===== config.mk =====
export PLATFORM = sky130hd
export DESIGN_NAME = uart_tx_frame_ctrl
export DESIGN_NICKNAME = d
export VERILOG_FILES = /design/src/rtl/uart_tx_frame_ctrl.sv
export SDC_FILE = /design/constraint.sdc
export NUM_CORES = 1
export LEC_CHECK = 0
export CORE_UTILIZATION = 28
export CTS_CLUSTER_DIAMETER = 120
export DETAILED_ROUTE_END_ITERATION = 8
export GPL_ROUTABILITY_DRIVEN = 0
export PLACE_DENSITY = 0.57
export SYNTH_ARGS = -nofsm -noshare
export SYNTH_HDL_FRONTEND = slang
export SYNTH_SLANG_ARGS = --single-unit

===== constraint.sdc =====
create_clock -name CLK -period 2.15 [get_ports CLK]
set_input_delay 0.3225 -clock CLK [delete_from_list [all_inputs] [get_ports CLK]]
set_output_delay 0.3225 -clock CLK [all_outputs]
set_load 0.03 [all_outputs]

===== src/rtl/uart_tx_frame_ctrl.sv =====
// rtl/uart_tx_frame_ctrl.sv - UART transmit frame controller upstream of the Serializer
//
// Purpose:
//   Latches a parallel byte on request and runs one UART frame (start, data, optional
//   parity, stop bits). It enables the Serializer for the start and data bits and muxes
//   the start, data, parity and stop levels onto TX_OUT. One bit is sent per CLK cycle,
//   because CLK is the baud-tick clock. The Serializer's ser_done handshake is checked;
//   any deviation pulses ser_err.
//
// Configuration macro:
//   UART_TX_PARITY_EN  When defined, the PAR_TYP port and the PARITY state are present.
//                      When undefined, frames go straight from DATA to STOP.
//
// Parameters:
//   DATA_WIDTH  payload bits per frame (must match the Serializer width)
//   STOP_BITS   stop bits per frame, 1 or 2
//
// Ports:
//   CLK         in   clock, rising edge (baud tick)
//   RST         in   reset, asynchronous, active-low
//   P_DATA      in   byte to transmit
//   DATA_VALID  in   send request, honoured in IDLE and on the last stop cycle
//   PAR_TYP     in   0 = even parity, 1 = odd (UART_TX_PARITY_EN only)
//   ser_data    in   serial bit from the Serializer (registered there)
//   ser_done    in   Serializer completion pulse
//   ser_in      out  latched byte to the Serializer's parallel input
//   ser_en      out  Serializer enable (START and DATA)
//   TX_OUT      out  UART line, idles high
//   BUSY        out  frame in progress
//   ser_err     out  one-cycle pulse on a ser_done handshake violation

module uart_tx_frame_ctrl #(
  parameter int DATA_WIDTH = 8,
  parameter int STOP_BITS  = 1
) (
  input  logic                  CLK,
  input  logic                  RST,
  input  logic [DATA_WIDTH-1:0] P_DATA,
  input  logic                  DATA_VALID,
`ifdef UART_TX_PARITY_EN
  input  logic                  PAR_TYP,
`endif
  input  logic                  ser_data,
  input  logic                  ser_done,
  output logic [DATA_WIDTH-1:0] ser_in,
  output logic                  ser_en,
  output logic                  TX_OUT,
  output logic                  BUSY,
  output logic                  ser_err
);

  // Only one- and two-stop-bit frames are supported; anything else must not build.
  generate
    if (!(STOP_BITS == 1 || STOP_BITS == 2)) begin : g_bad_stop_bits
      $error("uart_tx_frame_ctrl: STOP_BITS must be 1 or 2");
    end
  endgenerate

  // bit_cnt indexes data bits and stop bits; data bits need the wider range.
  localparam int CNT_W = (DATA_WIDTH > 2) ? $clog2(DATA_WIDTH) : 1;
  localparam logic [CNT_W-1:0] DATA_LAST = CNT_W'(DATA_WIDTH - 1);
  localparam logic [CNT_W-1:0] STOP_LAST = CNT_W'(STOP_BITS - 1);

`ifdef UART_TX_PARITY_EN
  typedef enum logic [2:0] {
    IDLE   = 3'd0,
    START  = 3'd1,
    DATA   = 3'd2,
    PARITY = 3'd3,
    STOP   = 3'd4
  } state_t;
`else
  typedef enum logic [2:0] {
    IDLE   = 3'd0,
    START  = 3'd1,
    DATA   = 3'd2,
    STOP   = 3'd4
  } state_t;
`endif

  state_t                  state_q, state_d;
  logic [CNT_W-1:0]        bit_cnt_q, bit_cnt_d;
  logic [DATA_WIDTH-1:0]   ser_in_d;
  logic                    ser_err_d;
  logic                    load;
  logic                    done_slot;
`ifdef UART_TX_PARITY_EN
  logic                    parity_q, parity_d;
`endif

  always_ff @(posedge CLK or negedge RST) begin
    if (!RST) begin
      state_q   <= IDLE;
      bit_cnt_q <= '0;
      ser_in    <= '0;
      ser_err   <= 1'b0;
`ifdef UART_TX_PARITY_EN
      parity_q  <= 1'b0;
`endif
    end else begin
      state_q   <= state_d;
      bit_cnt_q <= bit_cnt_d;
      ser_in    <= ser_in_d;
      ser_err   <= ser_err_d;
`ifdef UART_TX_PARITY_EN
      parity_q  <= parity_d;
`endif
    end
  end

  always_comb begin
    state_d   = state_q;
    bit_cnt_d = bit_cnt_q;
    ser_in_d  = ser_in;
    load      = 1'b0;
    done_slot = 1'b0;
    ser_en    = 1'b0;
    TX_OUT    = 1'b1;
    BUSY      = 1'b1;
`ifdef UART_TX_PARITY_EN
    parity_d  = parity_q;
`endif

    case (state_q)
      IDLE: begin
        BUSY = 1'b0;
        if (DATA_VALID) begin
          load    = 1'b1;
          state_d = START;
        end
      end

      START: begin
        TX_OUT    = 1'b0;
        ser_en    = 1'b1;
        bit_cnt_d = '0;
        state_d   = DATA;
      end

      DATA: begin
        TX_OUT = ser_data;
        ser_en = 1'b1;
        if (bit_cnt_q == DATA_LAST) begin
          bit_cnt_d = '0;
`ifdef UART_TX_PARITY_EN
          state_d   = PARITY;
`else
          state_d   = STOP;
`endif
        end else begin
          bit_cnt_d = bit_cnt_q + 1'b1;
        end
      end

`ifdef UART_TX_PARITY_EN
      PARITY: begin
        TX_OUT    = parity_q;
        // The Serializer reports completion in the cycle right after the last data bit.
        done_slot = 1'b1;
        state_d   = STOP;
      end
`endif

      STOP: begin
        TX_OUT = 1'b1;
`ifndef UART_TX_PARITY_EN
        // Without a parity bit the completion slot is the first stop cycle.
        done_slot = (bit_cnt_q == '0);
`endif
        if (bit_cnt_q == STOP_LAST) begin
          bit_cnt_d = '0;
          // A request on the last stop cycle chains the next frame with no idle gap.
          if (DATA_VALID) begin
            load    = 1'b1;
            state_d = START;
          end else begin
            state_d = IDLE;
          end
        end else begin
          bit_cnt_d = bit_cnt_q + 1'b1;
        end
      end

      default: begin
        BUSY    = 1'b0;
        state_d = IDLE;
      end
    endcase

    if (load) begin
      ser_in_d = P_DATA;
`ifdef UART_TX_PARITY_EN
      // Even parity is the XOR of the payload; odd parity is its complement.
      parity_d = (^P_DATA) ^ PAR_TYP;
`endif
    end

    // ser_done must be high in the completion slot and low everywhere else.
    ser_err_d = ser_done ^ done_slot;
  end

endmodule


After elaboration in Yosys (flattened, before gate mapping)

Cells that the tools add are included.
Widths: inputs -> output; s select.

Flip-flop bits (word level): 15

Bitwise logic cells: 1
Add/subtract/negate cells: 1
Multiplexer cells: 15
Equal/unequal tests: 7
Reduce and logical (&&, ||, !) cells: 6

Operators by type and width:

| cell                | number |
|---|---|
| $mux 3              | 5 |
| $pmux 3 s4          | 1 |
| $pmux 3 s3          | 1 |
| $eq 3x3->1 const B  | 2 |
| $logic_not 3->1     | 2 |
| $mux 1              | 6 |
| $ne 2x2->1 const B  | 3 |
| $pmux 1 s2          | 2 |
| $add 3x1->3 const B | 1 |
| $eq 3x1->1 const B  | 1 |
| $eq 3x2->1 const B  | 1 |
| $reduce_and 3->1    | 1 |
| $reduce_bool 3->1   | 1 |
| $reduce_or 3->1     | 1 |
| $reduce_or 2->1     | 1 |
| $xor 1x1->1         | 1 |

Depth between registers and ports, before layout

Depth after elaboration: 3
Gate-level depth with buffers: 5

Worst setup path after synthesis

No wires, ideal clock.

Path kind: register to output
From: register state_q[2]
To: output port BUSY
Stages on the path, launching flop included: 4
Data required time: 1827 ps
Path slack: 275 ps
Arrival: 1552 ps
Cells stage by stage: dfrtp_1 -> clkbuf_1 -> a21oi_1 -> o21bai_1

Longest elaborated chain between the ends: 3
Elaborated cells between the ends (all ways): 5

Ends and longest elaborated chain:

| what                                     | line | RTL |
|---|---|---|
| from (decl)                              | 81   | `state_t state_q, state_d;` |
| from (signal assigned)                   | 101  | `state_q <= state_d;` |
| $eq 3x3->1, or another cell as far along | 124  | `case (state_q)` |
| $reduce_or 3->1 (no line) (*)            | -    |  |
| $mux 1 (*)                               | 124  |  |
| to (decl)                                | 48   | `output logic BUSY,` |

Every way passes the cells marked *; elsewhere a longest branch is shown, timed or not.

Final worst setup path

From: register state_q[0]
To: output port TX_OUT

Longest elaborated chain between the ends: 2
Elaborated cells between the ends (all ways): 3

Ends and longest elaborated chain:

| what                                            | line | RTL |
|---|---|---|
| $eq 3x2->1 / $eq 3x1->1 (equally long branches) | 124  |  |
| $pmux 1 s2 (*)                                  | 124  |  |
| to (decl)                                       | 47   | `output logic TX_OUT,` |

Marks and branches as above.

==> flow_summary.ini <==
[run_status]
outcome = completed

[critical_path]
cp_slowest_cell = clkdlybuf4s50_1
max_stage_delay_ns = 0.58
path_buf_inv = 1
worstPathCellList = nand2b_1, o21ai_0, nand2b_1, clkdlybuf4s50_1
crit_path_start_kind = flop
crit_family = buffers and inverters
cp.arrival_ns = 1.67
critical_path.most_common_cell = nand2b_1
worstSetupEndpointType = output port
worstPathMaxFanout = 4
crit_required_ns = 1.83
critPathKind = flop to output port

[routing]
totalWireLength_mm = 1.48
drcViolationCount = 0
vias = 590
ant_nets = 0
drt-pass1-iter-count = 2
via_per_inst = 4.68
drtIter0Drc = 2
wl_per_cell_um = 11.8

[sta]
rsz0062_at_grt = false
setup_viol = 0
tightestPinTransition_ns = 0.681
min_period_ns = 2.00
slew_violations = 0
clock_skew_ns = 0.00177
finalHoldViolCount = 0
max_slew_margin_pct = 54.5
final.period_utilization_pct = 92.8
fmax_mhz = 501
final.setup.tns_ns = 0

[placed_design]
io_buffers = 24
dpl.hpwl_mm = 1.10

[cts]
cts_buffer_depth = 2
htreeDepth = 1
holdBufCountCts = 0
numCtsBuffers = 3
clock-sinks = 15
root_buffer = clkbuf_4
clock_latency_ns = 0.28
cts_tree = yes
clk_pin_slew_ns = 0.09
post_cts_buffers = 0

[global_route]
top_usage_layer = met2
met3_usage_pct = 3.89
grt_use_met1_pct = 16.0
grt_first_pass_wirelength_mm = 2.49
grt.total_usage_pct = 12.1
antenna_found_initial = 0
grt_util_met2_pct = 18.3
grt_max_degree = 16
grt_pass1_vias = 586
overflow = 0

[finish]
diodes = 0
ff_latch_area_um2 = 375
fill_cells = 258
multi_input_area_um2 = 377
mostFrequentLayoutCells = clkdlybuf4s50_1 (22), dfrtp_1 (15), mux2_2 (8)
area_growth_pct = 41.8
nets = 113
drive_gt1_share_pct = 19.8
final_common_cell = clkdlybuf4s50_1

[die]
dieWidth_um = 54.6
pin_count = 25
rows = 18
start_util_pct = 30.4
core_um2 = 2540
die_h_um = 54.6
dieArea_um2 = 2980

[synth]
synth_cell_type_count = 27
syn-cell-area_um2 = 774
yosys_warnings = 0
seq_area_frac_synth_pct = 48.5
syn_area_per_cell_um2 = 11.6
synth_top_area_cell = dfrtp_1
synth.top_cell.area_share_pct = 48.5
synth_area_leaders = dfrtp_1 (48%), mux2_2 (12%), ha_1 (4.8%)
synthCells = 67
synth.net_count = 83
ys_seq_elements = 15

[power_and_ir_drop]
total_power_mw = 1.63
power_density_nw_per_um2 = 1480
power.leakage_nw = 0.465
peakVddDrop_mv = 0.680

[min_path]
holdCritPathClass = input pin to asynchronous set/reset pin

[run]
maxCapViolations = 0
==> cells by family (layout without fill, tap and decap cells) <==
| kind of cell | count (synthesis) | in the layout | share of synthesized area, % |
|---|---|---|---|
| compound gates | 14 | 14 | 15.5 |
| xor+xnor | 1 | 1 | 1.13 |
| fa+ha+maj | 4 | 4 | 6.14 |
| buf+inv | 6 | 35 | 2.91 |
| flops | 15 | 15 | 48.5 |
| mux | 8 | 8 | 11.6 |
| simple gates | 19 | 19 | 14.2 |
==> cells in the mapped netlist <==
cell type,number
nand2_1,2
nor2_1,5
o221a_2,1
nand2b_4,1
clkbuf_1,3
xor2_1,1
a311oi_1,1
nor2b_1,2
inv_1,3
nor3_1,2
a2111oi_4,1
a22oi_1,1
dfrtp_1,15
nand2b_1,4
mux2_2,8
a211oi_1,1
or2_2,1
a221oi_1,1
nor4b_1,1
o21ai_0,3
o21a_1,2
maj3_1,1
a21oi_1,1
o22ai_1,1
nor3b_1,1
ha_1,3
o21bai_1,1
==> where the power goes <==
| part | switching (mW) | internal (mW) |
|---|---|---|
| registers | 0.0813 | 0.406 |
| clock network | 0.0910 | 0.0719 |
| logic | 0.511 | 0.465 |
| total | 0.683 | 0.943 |
==> routing by layer <==
metal  part of all wire (%)  up-vias  wire length (um)
li1                       -      296                 -
met1                     46      279               687
met2                     49       15               724
met3                    4.7        0                70
met4                      0        0                 0
met5                      0        -                 0
==> metrics by stage <==
step	instances	worst slack (ns)	cell area [um^2]	utilization [%]	hold slack, ns
after global routing	126	0.0492	1100	43.2	0.524
after detailed placement	122	0.235	1070	42.1	0.496
after global placement	122	0.248	1070	42.1	0.489
final	126	0.155	1100	43.2	0.446
after CTS	126	0.0706	1100	43.1	0.487
after floorplan	67	0.275	774	-	0.0269
==> cell type report <==
type                    instances  area share [%]
multi-input cells              46            34.3
flip-flops and latches         15            34.2
repair buffers                 28            24.7
well taps                      30            3.42
clock buffers                   4            2.39
inverters                       3            1.03
==> sequential cells by signal, summed over array words and instances (netlist names) <==
signal / cells
state_q: 3
ser_in: 8
ser_err: 1
bit_cnt_q: 3
==> final timing paths <==
kind                            slack, ns    startpoint           end  cells after the start
worst max-delay path                 0.15    state_q[0]        TX_OUT                      4
worst min-delay path                 0.45           RST  bit_cnt_q[2]                      1
worst max register to register       0.31  bit_cnt_q[0]     ser_in[0]                      6
worst min register to register       0.51     ser_in[5]     ser_in[5]                      1
max in group asynchronous            1.27           RST     ser_in[5]                      1
min in group CLK                     0.51     ser_in[5]     ser_in[5]                      1
==> repair_timing <==
| action | 4_1_cts | 5_1_grt |
|---|---|---|
| cloned | 0 | 0 |
| gates resized for setup | 1 | 1 |
| endpoints found under the setup margin | 1 | 1 |
(Power assumes the default switching activity.)
